File: config.mk
export PLATFORM = sky130hd
export DESIGN_NAME = dvi_timing_gen
export DESIGN_NICKNAME = d
export VERILOG_FILES = /design/src/rtl/dvi_timing_gen.sv
export SDC_FILE = /design/constraint.sdc
export NUM_CORES = 1
export LEC_CHECK = 0
export ABC_CLOCK_PERIOD_IN_PS = 2700
export CELL_PAD_IN_SITES_DETAIL_PLACEMENT = 1
export CELL_PAD_IN_SITES_GLOBAL_PLACEMENT = 1
export CORE_UTILIZATION = 35
export DETAILED_ROUTE_END_ITERATION = 8
export GPL_TIMING_DRIVEN = 0
export HOLD_SLACK_MARGIN = 0.15
export MAX_ROUTING_LAYER = met4
export PLACE_DENSITY_LB_ADDON = 0.12
export SLEW_MARGIN = 30
export SYNTH_ARGS = -nofsm -noshare
export SYNTH_HDL_FRONTEND = slang
export SYNTH_SLANG_ARGS = --single-unit
File: constraint.sdc
create_clock -name gpu_clk0 -period 2.7 [get_ports gpu_clk0]
set_clock_uncertainty 0.2 [all_clocks]
set_input_delay 0.27 -clock gpu_clk0 [delete_from_list [all_inputs] [get_ports gpu_clk0]]
set_output_delay 0.27 -clock gpu_clk0 [all_outputs]
set_load 0.03 [all_outputs]
File: src/rtl/dvi_timing_gen.sv
// dvi_timing_gen
//   Raster sequencer for the DVI output path, running on the pixel clock.
//   It generates hsync, vsync, DE and the pixel X/Y coordinates, and pulls
//   pixels from an upstream line buffer using a valid/ready handshake.
//   Every output except pix_ready is registered, one clock behind the
//   counters. The block starts and stops only on frame boundaries.
//
// Ports
//   gpu_clk0    in   1   pixel clock (the only clock)
//   Rst         in   1   synchronous reset, active-high
//   enable      in   1   run request; a stop takes effect at the end of the frame
//   pix_valid   in   1   upstream pixel available
//   pix_data    in   24  {red,green,blue} upstream pixel
//   pattern_sel in   1   colour-bar source select (test-pattern build only)
//   pix_ready   out  1   pixel consumed this cycle (combinational from counters)
//   hsync_out   out  1   registered hsync
//   vsync_out   out  1   registered vsync
//   de_out      out  1   registered data enable
//   red_out / green_out / blue_out  out 8 each  registered RGB
//   pix_x       out  12  registered X of the pixel on the outputs
//   pix_y       out  11  registered Y of the pixel on the outputs
//   frame_start out  1   pulse alongside the first pixel of a frame
//   underflow   out  1   pulse: a pixel was due but pix_valid was low
//   running     out  1   high while the sequencer is not idle
//
// Build option
//   DVI_TEST_PATTERN_EN : adds pattern_sel and an internal 8-bar colour pattern.
module dvi_timing_gen #(
  parameter int unsigned H_ACTIVE  = 1280,
  parameter int unsigned H_FP      = 48,
  parameter int unsigned H_SYNC    = 112,
  parameter int unsigned H_BP      = 248,
  parameter int unsigned V_ACTIVE  = 1024,
  parameter int unsigned V_FP      = 1,
  parameter int unsigned V_SYNC    = 3,
  parameter int unsigned V_BP      = 38,
  parameter bit          HSYNC_POL = 1'b1,
  parameter bit          VSYNC_POL = 1'b1
) (
  input  logic        gpu_clk0,
  input  logic        Rst,
  input  logic        enable,
  input  logic        pix_valid,
  input  logic [23:0] pix_data,
`ifdef DVI_TEST_PATTERN_EN
  input  logic        pattern_sel,
`endif
  output logic        pix_ready,
  output logic        hsync_out,
  output logic        vsync_out,
  output logic        de_out,
  output logic [7:0]  red_out,
  output logic [7:0]  green_out,
  output logic [7:0]  blue_out,
  output logic [11:0] pix_x,
  output logic [10:0] pix_y,
  output logic        frame_start,
  output logic        underflow,
  output logic        running
);

  localparam int unsigned H_TOT     = H_ACTIVE + H_FP + H_SYNC + H_BP;
  localparam int unsigned V_TOT     = V_ACTIVE + V_FP + V_SYNC + V_BP;
  localparam int unsigned H_SYNC_LO = H_ACTIVE + H_FP;
  localparam int unsigned H_SYNC_HI = H_ACTIVE + H_FP + H_SYNC;
  localparam int unsigned V_SYNC_LO = V_ACTIVE + V_FP;
  localparam int unsigned V_SYNC_HI = V_ACTIVE + V_FP + V_SYNC;

  // The coordinate counters are 12/11 bits wide, so totals beyond that cannot wrap correctly.
  if (H_TOT > 4096) begin : g_h_tot_err
    $error("dvi_timing_gen: H_TOT exceeds 4096");
  end
  if (V_TOT > 2048) begin : g_v_tot_err
    $error("dvi_timing_gen: V_TOT exceeds 2048");
  end

  typedef enum logic [1:0] {S_IDLE, S_RUN, S_DRAIN} state_t;

  state_t      r_state;
  logic [11:0] r_h_cnt;
  logic [10:0] r_v_cnt;
  logic        r_hsync, r_vsync, r_de, r_frame_start, r_underflow;
  logic [23:0] r_rgb;
  logic [11:0] r_pix_x;
  logic [10:0] r_pix_y;

  logic [31:0] w_h, w_v;
  logic        w_active_st, w_region, w_h_last, w_v_last, w_first;
  logic        w_pattern_now, w_ready, w_hsync_act, w_vsync_act;
  logic [23:0] w_rgb;

  // Counters are zero-extended so every compare against the parameters is unsigned.
  assign w_h         = 32'(r_h_cnt);
  assign w_v         = 32'(r_v_cnt);
  assign w_active_st = (r_state != S_IDLE);
  assign w_region    = w_active_st && (w_h < H_ACTIVE) && (w_v < V_ACTIVE);
  assign w_h_last    = (w_h == H_TOT - 1);
  assign w_v_last    = (w_v == V_TOT - 1);
  assign w_first     = w_active_st && (r_h_cnt == 12'd0) && (r_v_cnt == 11'd0);
  assign w_hsync_act = (w_h >= H_SYNC_LO) && (w_h < H_SYNC_HI);
  assign w_vsync_act = (w_v >= V_SYNC_LO) && (w_v < V_SYNC_HI);

`ifdef DVI_TEST_PATTERN_EN
  logic       r_pattern;
  logic [6:0] w_bar_ge;
  logic [2:0] w_bar_idx;

  // pattern_sel is honoured from the first pixel of the frame it is sampled in.
  assign w_pattern_now = w_first ? pattern_sel : r_pattern;

  // Bar index = number of bar boundaries at or left of the current pixel.
  for (genvar gi = 1; gi < 8; gi++) begin : g_bar
    localparam int unsigned BAR_EDGE = (gi * H_ACTIVE) / 8;
    assign w_bar_ge[gi-1] = (w_h >= BAR_EDGE);
  end

  always_comb begin
    w_bar_idx = 3'd0;
    for (int k = 0; k < 7; k++) begin
      w_bar_idx = w_bar_idx + 3'(w_bar_ge[k]);
    end
  end

  always_ff @(posedge gpu_clk0) begin
    if (Rst) begin
      r_pattern <= 1'b0;
    end else if (w_first) begin
      r_pattern <= pattern_sel;
    end
  end

  always_comb begin
    w_rgb = 24'd0;
    if (w_pattern_now) begin
      if (w_region) begin
        w_rgb = {{8{w_bar_idx[2]}}, {8{w_bar_idx[1]}}, {8{w_bar_idx[0]}}};
      end
    end else if (w_ready && pix_valid) begin
      w_rgb = pix_data;
    end
  end
`else
  assign w_pattern_now = 1'b0;

  always_comb begin
    w_rgb = 24'd0;
    if (w_ready && pix_valid) begin
      w_rgb = pix_data;
    end
  end
`endif

  assign w_ready   = w_region && !w_pattern_now;
  assign pix_ready = w_ready;

  always_ff @(posedge gpu_clk0) begin
    if (Rst) begin
      r_state       <= S_IDLE;
      r_h_cnt       <= 12'd0;
      r_v_cnt       <= 11'd0;
      r_hsync       <= !HSYNC_POL;
      r_vsync       <= !VSYNC_POL;
      r_de          <= 1'b0;
      r_rgb         <= 24'd0;
      r_pix_x       <= 12'd0;
      r_pix_y       <= 11'd0;
      r_frame_start <= 1'b0;
      r_underflow   <= 1'b0;
    end else begin
      case (r_state)
        S_IDLE:  if (enable) r_state <= S_RUN;
        // At the last pixel the enable level decides between wrapping and stopping.
        S_RUN:   if (w_h_last && w_v_last) r_state <= enable ? S_RUN : S_IDLE;
                 else if (!enable)         r_state <= S_DRAIN;
        S_DRAIN: if (w_h_last && w_v_last) r_state <= enable ? S_RUN : S_IDLE;
                 else if (enable)          r_state <= S_RUN;
        default: r_state <= S_IDLE;
      endcase

      // Counters hold at 0,0 while idle, so a restart always begins at the frame origin.
      if (w_active_st) begin
        r_h_cnt <= w_h_last ? 12'd0 : r_h_cnt + 12'd1;
        if (w_h_last) begin
          r_v_cnt <= w_v_last ? 11'd0 : r_v_cnt + 11'd1;
        end
      end

      if (w_active_st) begin
        r_hsync       <= w_hsync_act ? HSYNC_POL : !HSYNC_POL;
        r_vsync       <= w_vsync_act ? VSYNC_POL : !VSYNC_POL;
        r_de          <= w_region;
        r_rgb         <= w_rgb;
        r_pix_x       <= r_h_cnt;
        r_pix_y       <= r_v_cnt;
        r_frame_start <= w_first;
        r_underflow   <= w_ready && !pix_valid;
      end else begin
        r_hsync       <= !HSYNC_POL;
        r_vsync       <= !VSYNC_POL;
        r_de          <= 1'b0;
        r_rgb         <= 24'd0;
        r_pix_x       <= 12'd0;
        r_pix_y       <= 11'd0;
        r_frame_start <= 1'b0;
        r_underflow   <= 1'b0;
      end
    end
  end

  assign hsync_out   = r_hsync;
  assign vsync_out   = r_vsync;
  assign de_out      = r_de;
  assign red_out     = r_rgb[23:16];
  assign green_out   = r_rgb[15:8];
  assign blue_out    = r_rgb[7:0];
  assign pix_x       = r_pix_x;
  assign pix_y       = r_pix_y;
  assign frame_start = r_frame_start;
  assign underflow   = r_underflow;
  assign running     = w_active_st;

endmodule
# Yosys cells after proc, flatten, opt, wreduce, memory -nomap -nowiden
# Cells that the tools add are included.
# totals
ff_bits,77
inputBits,28
out_inout_bits,54
# classes
n_addsub,2
order_cmp,6
n_eq_ne,5
muxes,10
bitwise_logic,2
reduce_logical,17
# ops
cell,count
"12-bit by 11-bit less-than comparator with 1-bit output, second input constant",2
"11-bit less-than comparator, second input constant",2
"12-bit by 1-bit adder with 12-bit output, second input constant",1
"12-bit by 11-bit equality test with 1-bit output, second input constant",1
"12-bit by 11-bit greater-or-equal comparator with 1-bit output, second input constant",1
12-bit logical NOT,1
12-bit 2-to-1 mux,1
"11-bit by 1-bit adder with 11-bit output, second input constant",1
"11-bit equality test, second input constant",1
"11-bit greater-or-equal comparator, second input constant",1
11-bit logical NOT,1
11-bit 2-to-1 mux,1
1-bit logical AND,9
2-bit 2-to-1 mux,4
2-bit one-hot mux with 3 select lines,1
1-bit 2-to-1 mux,3
"3-bit != test, second input constant",1
3-bit OR reduction,1
"2-bit by 1-bit equality test with 1-bit output, second input constant",1
"2-bit equality test, second input constant",1
2-bit logical NOT,1
1-bit NOT,2
2-bit AND reduction,1
2-bit nonzero test,1
other kinds (2),2

# Logic depth before layout (Yosys ltp)
# Gate-level depths: netlist of run 1.
# logic_depth
depth_word,6
depth_mapped,7
mapped_depth_nobuf,6

# Least setup slack after synthesis of run 1
# Ideal clock, no wire load.
# synth_path
path_kind,register to register
startpoint,reg r_h_cnt[11]
endpoint,reg r_v_cnt[9]
setup_time_ns,0.070
arrival_time_ns,1.995
required_time_ns,2.430
slack_ns,0.435
stages_incl_launch_ff,6
synth_period_minus_slack_ns,2.265
path_cell_list,dfxtp_1 > or3_4 > or4_4 > buf_6 > or4_1 > a21oi_1
# synth_between
elab_chain_cells,2
# synth_rtl
element,line_no,rtl
start: declaration,80,logic [11:0] r_h_cnt;
start signal: assignment,182,r_h_cnt <= w_h_last ? 12'd0 : r_h_cnt + 12'd1;
12-bit by 11-bit equality test with 1-bit output,97,assign w_h_last = (w_h == H_TOT - 1);
2-bit AND reduction (no line),--,
end signal: assignment,184,r_v_cnt <= w_v_last ? 11'd0 : r_v_cnt + 11'd1;
end: declaration,81,logic [10:0] r_v_cnt;
# No other way between the ends.
# A chain may end at the register's enable or synchronous reset.

# Worst setup path after layout of run 1
# layout_path
startpoint,reg r_state[0]
endpoint,out pix_ready
# layout_between
elab_chain_cells,3
# layout_rtl
element,line_no,rtl
start: declaration,79,state_t r_state;
start signal: assignment,173,S_RUN: if (w_h_last && w_v_last) r_state <= enable ? S_RUN : S_IDLE;
start signal: assignment,175,S_DRAIN: if (w_h_last && w_v_last) r_state <= enable ? S_RUN : S_IDLE;
2-bit nonzero test,95,assign w_active_st = (r_state != S_IDLE);
1-bit logical AND (2 in a row),96,assign w_region = w_active_st && (w_h < H_ACTIVE) && (w_v < V_ACTIVE);
end: declaration,48,"output logic pix_ready,"
# No other way between the ends.

==> results of run 1 <==
==> critical path, delay by kind of cell (launching register included) <==
kind          cells  cell delay, ps
simple gates      2             330
buf+inv           2             890
flops             1             490
==> synth_stat cells (all sizes together), types with 2 or more instances <==
cell    instances  area (um^2)
xnor2          10        87.58
and3            2        12.51
o211ai          2        15.01
o21ai           5        25.02
o21ba           2        20.02
a21oi          12        60.06
clkbuf         13        48.80
o31ai           5        37.54
nor3           13        65.06
nand2          14        52.55
dfxtp          77         1541
nor4            6        37.54
or3             6        45.04
or4             7        56.30
nor2           19        71.32
xor2            2        17.52
nand3           6        30.03
and4            4        35.03
ha              5        62.56
inv            12        45.04
nand4           5        31.28
and2           39        245.2
==> worst min-delay path by stage <==
stage | start | endpoint | slack, ps | cells after the start
after floorplan | pix_valid | underflow | 140 | 1
after global placement | r_v_cnt[9] | r_v_cnt[9] | 260 | 2
after detailed placement | r_v_cnt[9] | r_v_cnt[9] | 270 | 2
after CTS | pix_data[8] | r_rgb[8] | 270 | 2
after global routing | pix_data[8] | r_rgb[8] | 260 | 2
final | pix_data[8] | r_rgb[8] | 280 | 2
==> cells by family (layout without fill, tap and decap cells) <==
logic type,count (synthesis),after routing,share of synthesized area [%]
compound gates,31,31,7.283
buf+inv,26,121,3.823
flops,77,77,56.08
simple gates,127,127,26.72
fa+ha+maj,5,5,2.276
xor+xnor,12,12,3.823
==> power by group through the flow <==
stage               Combinational [mW]  Clock, mW  Sequential (mW)
floorplan                       0.0464          0             1.20
global placement                 0.146          0             1.18
detailed placement               0.148          0             1.18
CTS                              0.150      0.876             1.16
global route                     0.155      0.949             1.16
finish                           0.144      0.851             1.16
==> through the flow <==
step           hold WS [ps]  power [mW]
2_1_floorplan         142.4       1.250
3_3_place_gp          262.5       1.328
3_5_place_dp          274.5       1.330
4_1_cts               270.2       2.181
5_1_grt               258.0       2.264
6_report              280.9       2.152
==> state kept, by name, indices dropped and copies added, names as in the netlist <==
signal,flops
pix_x,12
r_h_cnt,12
hsync_out,1
pix_y,11
vsync_out,1
r_rgb,24
de_out,1
frame_start,1
underflow,1
r_v_cnt,11
r_state,2
==> per-layer routing <==
layer | routed length, um | global-route usage [%]
met2 | 2708 | 24.81
met5 | 0 | -
met1 | 3296 | 23.70
met3 | 328 | 3.956
met4 | 163 | 9.140
==> area by class of cell <==
cell class | instances | area (um^2)
buffer | 12 | 52.55
clock inverter | 6 | 63.81
clock buffer | 10 | 127.6
timing repair buffer | 81 | 810.8
inverter | 12 | 45.04
tap | 99 | 123.9
sequential | 77 | 1541
fill | 831 | 3541
multi-input combinational | 175 | 1102
==> out/qor.txt, run 1 <==
drt drc - 0
clk sinks - 77
post-route minimum period - 2528 ps
pwr dens - 556.5 nW/um^2
# IOs - 82
final setup fails - 0
Max Freq - 395.6 MHz
RR Endpoint - r_h_cnt[7]
Final Worst Setup Slack - 172.5 ps
Setup crit end kind - output pin
Detailed Routing Iterations Pass 1 - 4
Design Area, Final - 3867 um^2
DP Worst Slack - 203.1 ps
Data arrival, critical path - 2060 ps
synthesized area - 2749 um^2
setup TNS - 0 ps
synth-to-layout area growth - 40.69%
final wirelength - 6.496 mm
Clk pwr share - 39.5%
Avg Inst Size Synth - 9.888 um^2
Fin. Hold Viols - 0
Post-synth EDFFs - 0
Logic pwr share - 6.7%
Slew Viols, Final - 0
hold_buf cts - 0
number of antenna violations at the first check in global routing - 0
number of vias per cell - 4.797
Yosys warning count - 0
post-route insts no fill - 472
Final ANT Viol Nets - 0
CTS tree - done
core box area - 7408 um^2
grt ovf - 0
Post-synth top flop - dfxtp_1
placed cell areas - 3684 um^2
RD Place Congestion - 0.7971
vias in the first global route - 2241
VDD IR max - 0.2510 mV
worst-path fanout max - 8
mean routed wirelength per cell - 13.76 um
Clock H-tree levels - 3
R2R cell count - 7
Resize count post-CTS - 0
status - finished clean
CP max-delay cell - clkdlybuf4s50_1
RR Startpoint - r_h_cnt[7]
Critical Path End - pix_ready
crit-path cells - nor2_1, inv_1, and3_1, clkdlybuf4s50_1
Chip Height - 90.62 um
P_int - 1.648 mW
PortBufs - 81
Cell Count Post-Placement - 458
async set-reset flop share out of synthesis - 0%
Synth Register Bits - 77
fin util - 52.20%
switching power - 0.5046 mW
Initial Utilization - 37.11%
clock latency on the worst-skew pair - 340 ps
first-pass GRT wire length - 11.05 mm
Slew @ Worst Pin - 500.2 ps
Setup Crit Path Kind - reg -> out
initial drt markers - 52
Flop pwr share - 53.8%
via count - 2264
commonest non-fill, non-tap cell in the layout - clkdlybuf4s50_1
Slew HR - 66.35%
switching share of power - 23.44%
post-synthesis sequential area ratio - 56.08%
Worst EP required - 2230 ps
hpwl dp - 4.685 mm
worst min-delay path class - in -> reg
worst-case clock buffer depth - 2
layout cells sized above 1 - 6.971%
reg-to-reg setup timing slack - 200 ps
die area - 8212 um^2
Cells after Synth - 278
DIE WIDTH - 90.62 um
Inserted Clock Buffers - 9
number of cell rows - 31
Worst Setup SP - r_state[0]
P_leak - 1.381 nW
Post-CTS Setup Bufs - 0
nature of the critical path startpoint - flop
n_diodes - 0
most frequent cells in the layout - clkdlybuf4s50_1, dfxtp_1, and2_1
nets - 401
Yosys cell types - 38
pin count of the biggest net entering global routing - 14
Max-cap violations - 0
final period utilization - 93.61%
Root Driver - clkbuf_8
Synth Net Count - 311
unrepaired setup endpoints after global routing - false
Global Route Usage Sum - 17.70%
Crit path largest cell delay - 670 ps
Clock Pin Slew Worst Setup and Hold Paths - 80 ps
No activity file was read; power rests on OpenSTA's default activity.
==> run 2, diff against run 1 <==
CAP_MARGIN = 30   (was default)
==> results of run 2 <==
Final layout, timing and power as in run 1 (identical DEF).
